[src/rtl/sram_pkg.sv]
// Shared types and constants for the register-file SRAM request controller.
package sram_pkg;

    typedef enum logic [2:0] {
        IDLE,
        WRITE,
        RD_EN,
        RD_CAP,
        RESP,
        CLEAR
    } state_t;

    localparam int unsigned DEF_WORDS = 16;
    localparam int unsigned DEF_AW    = 4;
    localparam int unsigned DEF_DW    = 4;

    // Idle levels of the array controls: strobes/selects are active-low.
    localparam logic EN_OFF   = 1'b1;
    localparam logic BUS_HIZ  = 1'b1;
    localparam logic CLR_IDLE = 1'b0;

endpackage

[src/rtl/sram_addr_dec.sv]
// Active-low one-hot word decoder; addresses at or above WORDS select nothing.
module sram_addr_dec #(
    parameter int unsigned WORDS = 16,
    parameter int unsigned AW    = 4
) (
    input  logic             i_en,
    input  logic [AW-1:0]    i_addr,
    output logic [WORDS-1:0] o_sel_n
);

    always_comb begin
        o_sel_n = '1;
        for (int unsigned i = 0; i < WORDS; i++) begin
            if (i_en && (32'(i_addr) == i)) begin
                o_sel_n[i] = 1'b0;
            end
        end
    end

endmodule

[src/rtl/sram_ctrl.sv]
// Request-side controller for the d_register word array: single read/write
// and clear-all sequencing behind a valid/ready handshake, all outputs registered.
module sram_ctrl
    import sram_pkg::*;
#(
    parameter int unsigned WORDS = DEF_WORDS,
    parameter int unsigned AW    = DEF_AW,
    parameter int unsigned DW    = DEF_DW
) (
    input  logic             CLK,
    input  logic             CLR_n,
    input  logic             req_valid,
    output logic             req_ready,
    input  logic             req_we,
    input  logic             req_clr,
    input  logic [AW-1:0]    req_addr,
    input  logic [DW-1:0]    req_wdata,
    output logic             rsp_valid,
    input  logic             rsp_ready,
    output logic [DW-1:0]    rsp_rdata,
    output logic [DW-1:0]    arr_D,
    output logic             arr_G1_n,
    output logic [WORDS-1:0] arr_G2_n,
    output logic [WORDS-1:0] arr_M,
    output logic             arr_N,
    output logic             arr_CLR,
    input  logic [DW-1:0]    arr_Q
);

    state_t           r_state;
    state_t           w_next;
    logic [4:0]       r_idx;
    logic [4:0]       w_next_idx;
    logic [AW-1:0]    r_addr;
    logic [DW-1:0]    r_wdata;
    logic             r_ready;
    logic             r_rsp_valid;
    logic [DW-1:0]    r_rdata;
    logic             r_g1_n;
    logic [WORDS-1:0] r_g2_n;
    logic [WORDS-1:0] r_m;
    logic             r_n;
    logic             r_clr;

    logic             w_accept;
    logic             w_wr_en;
    logic             w_rd_en;
    logic             w_g1_n;
    logic [AW-1:0]    w_dec_addr;
    logic [WORDS-1:0] w_g2_n;
    logic [WORDS-1:0] w_m_n;
    logic             w_oor;

    assign w_accept = (r_state == IDLE) && r_ready && req_valid;
    assign w_oor    = (32'(r_addr) >= WORDS);

    // Enables are computed for the state being entered so the registered
    // outputs line up with the cycle that state occupies.
    always_comb begin
        w_next     = r_state;
        w_next_idx = r_idx;
        w_dec_addr = r_addr;
        w_wr_en    = 1'b0;
        w_rd_en    = 1'b0;
        w_g1_n     = EN_OFF;
        case (r_state)
            IDLE: begin
                if (w_accept) begin
                    w_next_idx = '0;
                    if (req_clr) begin
                        w_next     = CLEAR;
                        w_dec_addr = '0;
                        w_wr_en    = 1'b1;
                        w_g1_n     = ~EN_OFF;
                    end else if (req_we) begin
                        w_next     = WRITE;
                        w_dec_addr = req_addr;
                        w_wr_en    = 1'b1;
                        w_g1_n     = ~EN_OFF;
                    end else begin
                        w_next     = RD_EN;
                        w_dec_addr = req_addr;
                        w_rd_en    = 1'b1;
                    end
                end
            end
            WRITE:  w_next = IDLE;
            RD_EN: begin
                w_next  = RD_CAP;
                w_rd_en = 1'b1;
            end
            RD_CAP: w_next = RESP;
            RESP: begin
                if (rsp_ready) begin
                    w_next = IDLE;
                end
            end
            CLEAR: begin
                if (32'(r_idx) == WORDS - 1) begin
                    w_next = IDLE;
                end else begin
                    w_next_idx = r_idx + 5'd1;
                    w_dec_addr = AW'(w_next_idx);
                    w_wr_en    = 1'b1;
                    w_g1_n     = ~EN_OFF;
                end
            end
            default: w_next = IDLE;
        endcase
    end

    sram_addr_dec #(.WORDS(WORDS), .AW(AW)) u_dec_wr (
        .i_en    (w_wr_en),
        .i_addr  (w_dec_addr),
        .o_sel_n (w_g2_n)
    );

    sram_addr_dec #(.WORDS(WORDS), .AW(AW)) u_dec_rd (
        .i_en    (w_rd_en),
        .i_addr  (w_dec_addr),
        .o_sel_n (w_m_n)
    );

    always_ff @(posedge CLK) begin
        if (!CLR_n) begin
            r_state     <= IDLE;
            r_idx       <= '0;
            r_addr      <= '0;
            r_wdata     <= '0;
            r_ready     <= 1'b0;
            r_rsp_valid <= 1'b0;
            r_rdata     <= '0;
            r_g1_n      <= EN_OFF;
            r_g2_n      <= {WORDS{EN_OFF}};
            r_m         <= {WORDS{EN_OFF}};
            r_n         <= BUS_HIZ;
            r_clr       <= ~CLR_IDLE;
        end else begin
            r_state     <= w_next;
            r_idx       <= w_next_idx;
            r_ready     <= (w_next == IDLE);
            r_rsp_valid <= (w_next == RESP);
            r_g1_n      <= w_g1_n;
            r_g2_n      <= w_g2_n;
            r_m         <= w_m_n;
            r_n         <= ~w_rd_en;
            r_clr       <= CLR_IDLE;
            if (w_accept) begin
                r_addr  <= req_clr ? '0 : req_addr;
                r_wdata <= (req_clr || !req_we) ? '0 : req_wdata;
            end
            if (r_state == RD_CAP) begin
                r_rdata <= w_oor ? '0 : arr_Q;
            end
        end
    end

    assign req_ready = r_ready;
    assign rsp_valid = r_rsp_valid;
    assign rsp_rdata = r_rdata;
    assign arr_D     = r_wdata;
    assign arr_G1_n  = r_g1_n;
    assign arr_G2_n  = r_g2_n;
    assign arr_M     = r_m;
    assign arr_N     = r_n;
    assign arr_CLR   = r_clr;

endmodule
[config.mk]
export PLATFORM = sky130hd
export DESIGN_NAME = sram_ctrl
export DESIGN_NICKNAME = d
export VERILOG_FILES = /design/src/rtl/sram_pkg.sv /design/src/rtl/sram_addr_dec.sv /design/src/rtl/sram_ctrl.sv
export SDC_FILE = /design/constraint.sdc
export NUM_CORES = 1
export LEC_CHECK = 0
export BUFFER_PORTS_ARGS = -buffer_cell sky130_fd_sc_hd__buf_2
export CORE_AREA = 2 2 57 86
export DETAILED_ROUTE_END_ITERATION = 8
export DIE_AREA = 0 0 59 88
export GPL_TIMING_DRIVEN = 0
export HOLD_SLACK_MARGIN = 0.15
export PLACE_DENSITY_LB_ADDON = 0.2
export SLEW_MARGIN = 20
export SYNTH_ARGS = -nofsm -noshare
export SYNTH_HDL_FRONTEND = slang
export SYNTH_SLANG_ARGS = --single-unit
[constraint.sdc]
create_clock -name CLK -period 2.9 [get_ports CLK]
set_clock_uncertainty 0.05 [all_clocks]
set_input_delay 0.29 -clock CLK [delete_from_list [all_inputs] [get_ports CLK]]
set_output_delay 0.29 -clock CLK [all_outputs]
set_load 0.01 [all_outputs]
# Word level (Yosys, flattened, before mapping)
# Index checks and enable logic that the tools add are counted.
dict set report totals {
  ff_bits 57
  inputBits 18
  out_inout_bits 45
  word_cells 137
}
dict set report classes {
  addsub 1
  eq_ne 23
  mux 59
  n_bitwise 1
  reduce_logical 41
}
# op count
set op_table {}
lappend op_table {{two-way mux 1 bit} 42}
lappend op_table {{logical AND 1 bit} 34}
lappend op_table {{equality test 4 bit, second input constant} 8}
lappend op_table {{equality test 4 x 3 -> 1 bit, second input constant} 4}
lappend op_table {{two-way mux 4 bit} 4}
lappend op_table {{one-hot mux 3 bit (5 select lines)} 1}
lappend op_table {{two-way mux 3 bit} 4}
lappend op_table {{two-way mux 5 bit} 2}
lappend op_table {{one-hot mux 5 bit (2 select lines)} 1}
lappend op_table {{equality test 3 bit, second input constant} 3}
lappend op_table {{equality test 4 x 2 -> 1 bit, second input constant} 2}
lappend op_table {{one-hot mux 4 bit (2 select lines)} 1}
lappend op_table {{equality test 3 x 2 -> 1 bit, second input constant} 2}
lappend op_table {{logical NOT 3 bit} 2}
lappend op_table {{one-hot mux 1 bit (2 select lines)} 3}
lappend op_table {{adder 5 x 1 -> 5 bit, second input constant} 1}
lappend op_table {{equality test 5 x 4 -> 1 bit, second input constant} 1}
lappend op_table {{equality test 4 x 1 -> 1 bit, second input constant} 1}
lappend op_table {{logical NOT 4 bit} 1}
lappend op_table {{inequality test 2 bit, second input constant} 2}
lappend op_table {{AND reduction 3 bit} 1}
lappend op_table {{two-way mux 2 bit} 1}
lappend op_table {{nonzero test 2 bit} 1}
lappend op_table {{logical NOT 1 bit} 1}
lappend op_table {{2 further kinds} 2}

# Longest topological paths before layout
dict set report logic_depth {
  depth_word 8
  depth_mapped 9
  depth_no_buf 8
}

# Modules after synthesis
# Synthesis repeated with hierarchy kept, for this count alone.
dict set report unflattened {
  cells_unflattened 241
  hier_area_um2 2329.7
}
# mod instances cells_per_inst area_per_inst_um2 seq_area_each_um2
set by_module_without_submodules {}
lappend by_module_without_submodules {sram_ctrl 1 189 2019.4 1141.1}
lappend by_module_without_submodules {sram_addr_dec 2 26 155.1 0.0}

# Worst setup path after synthesis
# No wires, ideal clock.
dict set report synth_timing {
  path_type {flip-flop to flip-flop}
  startpoint {reg r_idx[0]}
  endpoint {reg r_m[12], in the netlist arr_M[12]}
  setup_time_ps 144
  t_arrival_ps 1944
  t_required_ps 2706
  slack_ps 762
  path_stages_with_launch 8
  n_path_buf 0
  period_less_slack_ps 2138
  cell_sequence {dfxtp_1 ha_1 and3_1 ha_1 nand4bb_2 o221a_2 nor3_2 nand2_1}
}
dict set report synth_via {
  elab_chain_len 6
  word_cells_on_any_way 7
  classes_between {add/sub: 1; eq/ne: 2; mux: 3; reduce/logical: 1}
}
# item line
set synth_lines {}
lappend synth_lines {{from (decl)} sram_ctrl.sv:32} ;# logic [4:0] r_idx;
lappend synth_lines {{from (signal assigned)} sram_ctrl.sv:140} ;# r_idx <= w_next_idx;
lappend synth_lines {{adder 5 x 1 -> 5 bit / equality test 5 x 4 -> 1 bit (equally long branches)} {sram_ctrl.sv:102, sram_ctrl.sv:99}}
lappend synth_lines {{two-way mux 4 bit (*)} sram_ctrl.sv:99} ;# if (32'(r_idx) == WORDS - 1) begin
lappend synth_lines {{one-hot mux 4 bit (2 select lines) (*)} sram_ctrl.sv:66} ;# case (r_state)
lappend synth_lines {{equality test 4 bit (*)} sram_addr_dec.sv:14} ;# if (i_en && (32'(i_addr) == i)) begin
lappend synth_lines {{logical AND 1 bit (*)} sram_addr_dec.sv:14}
lappend synth_lines {{two-way mux 1 bit (*)} sram_addr_dec.sv:14}
lappend synth_lines {{to (signal assigned)} sram_ctrl.sv:135} ;# r_m <= {WORDS{EN_OFF}};
lappend synth_lines {{to (signal assigned)} sram_ctrl.sv:145} ;# r_m <= w_m_n;
lappend synth_lines {{to (decl)} sram_ctrl.sv:41} ;# logic [WORDS-1:0] r_m;
# Mark *: on every way between the ends. The rest lies on a longest branch, timed or not.
# A chain may end at the register's enable or synchronous reset.

# Final worst setup path
dict set report layout_timing {
  startpoint {reg r_idx[0]}
  endpoint {reg r_g2_n[5], in the netlist arr_G2_n[5]}
}
dict set report layout_via {
  elab_chain_len 6
  word_cells_on_any_way 9
  classes_between {add/sub: 1; eq/ne: 2; mux: 5; reduce/logical: 1}
}
# item line
set layout_lines {}
lappend layout_lines {{adder 5 x 1 -> 5 bit / equality test 5 x 4 -> 1 bit (equally long branches)} {sram_ctrl.sv:102, sram_ctrl.sv:99}}
lappend layout_lines {{two-way mux 4 bit} sram_ctrl.sv:99}
lappend layout_lines {{one-hot mux 4 bit (2 select lines)} sram_ctrl.sv:66}
lappend layout_lines {{equality test 4 x 3 -> 1 bit} sram_addr_dec.sv:14}
lappend layout_lines {{logical AND 1 bit (*)} sram_addr_dec.sv:14}
lappend layout_lines {{two-way mux 1 bit (*)} sram_addr_dec.sv:14}
lappend layout_lines {{to (signal assigned)} sram_ctrl.sv:134} ;# r_g2_n <= {WORDS{EN_OFF}};
lappend layout_lines {{to (signal assigned)} sram_ctrl.sv:144} ;# r_g2_n <= w_g2_n;
lappend layout_lines {{to (decl)} sram_ctrl.sv:40} ;# logic [WORDS-1:0] r_g2_n;
# Marked as above.

==> insert_results.sql <==
INSERT INTO impl_metrics (metric_group, metric, value, unit) VALUES
('placed_design', 'pre_cts_ws', '0.199', 'ns'),
('route', 'first_iter_violations', '32', ''),
('timing', 'grt_setup_unrepaired', 'false', ''),
('timing', 'setup_viol', '0', ''),
('cts', 'post-cts-setup-buffer-count', '0', ''),
('grt', 'grt_first_pass_wirelength', '7000', 'um'),
('grt', 'via_count_of_the_first_global_routing_pass', '1536', ''),
('hold_path', 'min_path_type', 'in2reg', ''),
('floorplanning', 'die-area', '5190', 'um^2'),
('layout', 'final_cell_mix', 'buf_2 (64), dfxtp_1 (57), nand2_1 (46), a21oi_1 (17), nor2_1 (15)', ''),
('placed_design', 'port_buffers', '62', ''),
('setup_path', 'cell_type_group_with_the_largest_total_delay_on_the_critical_path', 'simple AND/OR/NAND/NOR gates', ''),
('floorplanning', 'floorplan.initialDensity', '49.5', '%'),
('setup_path', 'arrival', '2.62', 'ns'),
('yosys', 'syn_avg_cell_area', '9.61', 'um^2'),
('job', 'drv.max_cap_violation_count', '0', ''),
('timing', 'layout_worst_path_cycle_share', '85.2', '%'),
('hold_path', 'beginning_of_the_worst_hold_path', 'req_wdata[3]', ''),
('yosys', 'async_flop_share', '0', '%'),
('setup_path', 'timing.reg2reg.worst_path_depth', '9', ''),
('setup_path', 'crit_required', '3.05', 'ns'),
('setup_path', 'critical-path-top-cell-by-count', 'ha_1', ''),
('setup_path', 'worstSetupEndpointType', 'flip-flop', ''),
('timing', 'timing.final.crit_period', '2.47', 'ns'),
('setup_path', 'slowest_delay', '0.36', 'ns'),
('grt', 'globalRouteOverflowTotal', '0', ''),
('route', 'route.vias.total', '1824', ''),
('grt', 'antenna_violations_before_repair', '0', ''),
('cts', 'cts.htree.levels', '3', ''),
('cts', 'tritoncts', 'built', ''),
('setup_path', 'reg2reg_from', 'r_idx[0]', ''),
('setup_path', 'worst-path-stages', '9', ''),
('layout', 'reg_area', '1140', 'um^2'),
('outcome', 'outcome', 'finished, final reports clean', ''),
('setup_path', 'timing.critical_path.cells', 'ha_1, and3_1, ha_1, nor4b_1, o21ai_0, o221ai_1, nor2b_1, clkbuf_1, nand2_1', ''),
('timing', 'max_slew.worst_pin.slew', '0.683', 'ns'),
('cts', 'path_clk_slew', '0.06', 'ns'),
('power_and_ir_drop', 'ir_worst_vdd', '0.537', 'mV'),
('power_and_ir_drop', 'power.static_leakage', '1.13', 'nW'),
('route', 'drt-pass1-iter-count', '4', ''),
('route', 'routed_wirelength', '4540', 'um'),
('setup_path', 'kind_of_launch_point_of_the_worst_setup_path', 'flip-flop', ''),
('cts', 'clock_latency', '0.33', 'ns'),
('yosys', 'syn-instance-count', '228', ''),
('route', 'vias_per_cell', '5.09', ''),
('cts', 'cts.sinks', '57', ''),
('yosys', 'ys_ff_latch', '57', ''),
('layout', 'multi_input_area', '966', 'um^2'),
('layout', 'area.growth.synth_to_final', '29.1', '%'),
('yosys', 'yosysWarningCount', '0', ''),
('route', 'ant_nets', '0', ''),
('timing', 'max_freq', '405', 'MHz'),
('cts', 'clock_tree.root_cell', 'clkbuf_8', ''),
('cts', 'tritoncts.num_buffers', '9', ''),
('grt', 'globalRouteMet3Util', '5.32', '%'),
('layout', 'ratio_of_cells_with_drive_above_1_in_the_final_layout', '31.9', '%'),
('yosys', 'synth_enable_flop_cells', '0', ''),
('placed_design', 'gp_congestion', '0.862', ''),
('setup_path', 'criticalPathCategory', 'reg2reg', ''),
('floorplanning', 'dieHeight', '88', 'um'),
('route', 'routed_wire_length_per_instance', '12.7', 'um'),
('setup_path', 'worst_setup_path_startpoint', 'r_idx[0]', ''),
('yosys', 'synthDistinctLibCells', '45', ''),
('yosys', 'dominantRegCellSynth', 'dfxtp_1', ''),
('placed_design', 'hpwl', '3330', 'um'),
('setup_path', 'path_buf_inv', '1', ''),
('floorplanning', 'number_of_top_level_design_ports', '63', ''),
('route', 'detail_route.drc_violations', '0', ''),
('grt', 'overall_routing_resource_usage', '18.6', '%'),
('layout', 'layout.nets', '328', ''),
('layout', 'final_common_cell', 'buf_2', '');
==> cell families (layout without fill, tap and decap cells) <==
logic type / after synthesis / after routing / synth area share (%)
and+or+nand+nor: 106 / 106 / 26.7
DFF: 57 / 57 / 52.1
AOI/OAI and AO/OA: 36 / 36 / 11.9
buffers and inverters: 18 / 100 / 4.06
muxes: 6 / 6 / 2.74
adders and majority gates: 3 / 3 / 1.71
xor gates and xnor gates: 2 / 2 / 0.800
==> final cells by class <==
| type | count | share of cell area, % |
|---|---|---|
| inverter | 7 | 0.929 |
| tap | 48 | 2.12 |
| clock inverter | 2 | 1.33 |
| buffer | 11 | 2.21 |
| clock buffer | 12 | 5.84 |
| timing repair buffer | 68 | 13.1 |
| multi-input combinational | 153 | 34.1 |
| sequential | 57 | 40.3 |
==> final timing paths <==
path / end / slack [ns]
min reg2reg: arr_D[1] / 0.40
max: arr_G2_n[5] / 0.43
min: arr_D[3] / 0.17
max reg2reg: arr_G2_n[5] / 0.43
==> metal layers <==
metal	routed length [um]	share of wire, %
met1	1900	42
met2	2320	51
met3	194	4.3
met4	127	2.8
met5	0	0
==> through the flow <==
stage          power [mW]  hold slack, ns  cell area, um^2  instances  utilization, %
2_1_floorplan       0.905           0.357             2190        228               -
3_5_place_dp        0.949           0.395             2560        338            57.8
5_1_grt              1.75           0.194             2830        358            63.9
4_1_cts              1.70           0.152             2820        358            63.8
6_report             1.68           0.169             2830        358            63.9
3_3_place_gp        0.947           0.389             2560        338            57.8
==> registers in the layout, summed over array words and instances, names as in the netlist <==
name	flops
arr_G2_n	16
rsp_valid	1
r_addr	4
arr_G1_n	1
rsp_rdata	4
r_idx	5
arr_D	4
r_state	3
req_ready	1
arr_N	1
arr_CLR	1
arr_M	16
==> worst register-to-register path: cells and delay by family (launching register included) <==
family	cells	cell delay [ns]
compound gates	2	0.29
fa+ha+maj	2	0.49
buf+inv	1	0.34
flops	1	0.36
simple gates	4	0.82
==> cells in the mapped netlist (all sizes together), types with 3 or more instances <==
cell type / number / area [um^2]
buf: 5 / 40.0
dfxtp: 57 / 1140
nand3: 6 / 30.0
a21oi: 17 / 85.1
nand2: 46 / 173
ha: 3 / 37.5
nor3: 12 / 123
clkbuf: 6 / 22.5
o21ai: 5 / 25.0
nor2b: 8 / 50.1
nand2b: 3 / 18.8
o221ai: 4 / 58.8
nor2: 16 / 67.6
inv: 7 / 26.3
o211ai: 3 / 32.5
mux2i: 6 / 60.1
==> report_power, final <==
group	total (mW)	internal (mW)	switching [mW]
clock	0.746	0.457	0.289
combinational	0.138	0.0540	0.0844
sequential	0.800	0.794	0.00571
total	1.68	1.31	0.379
==> what timing repair did <==
| action | 4_1_cts | 5_1_grt |
|---|---|---|
| gates resized for setup | 0 | 1 |
| setup endpoints to repair | 0 | 3 |
| hold endpoints to repair | 6 | 0 |
| hold buffers | 6 | 0 |
Note: power is estimated with default switching activity, not from simulation.
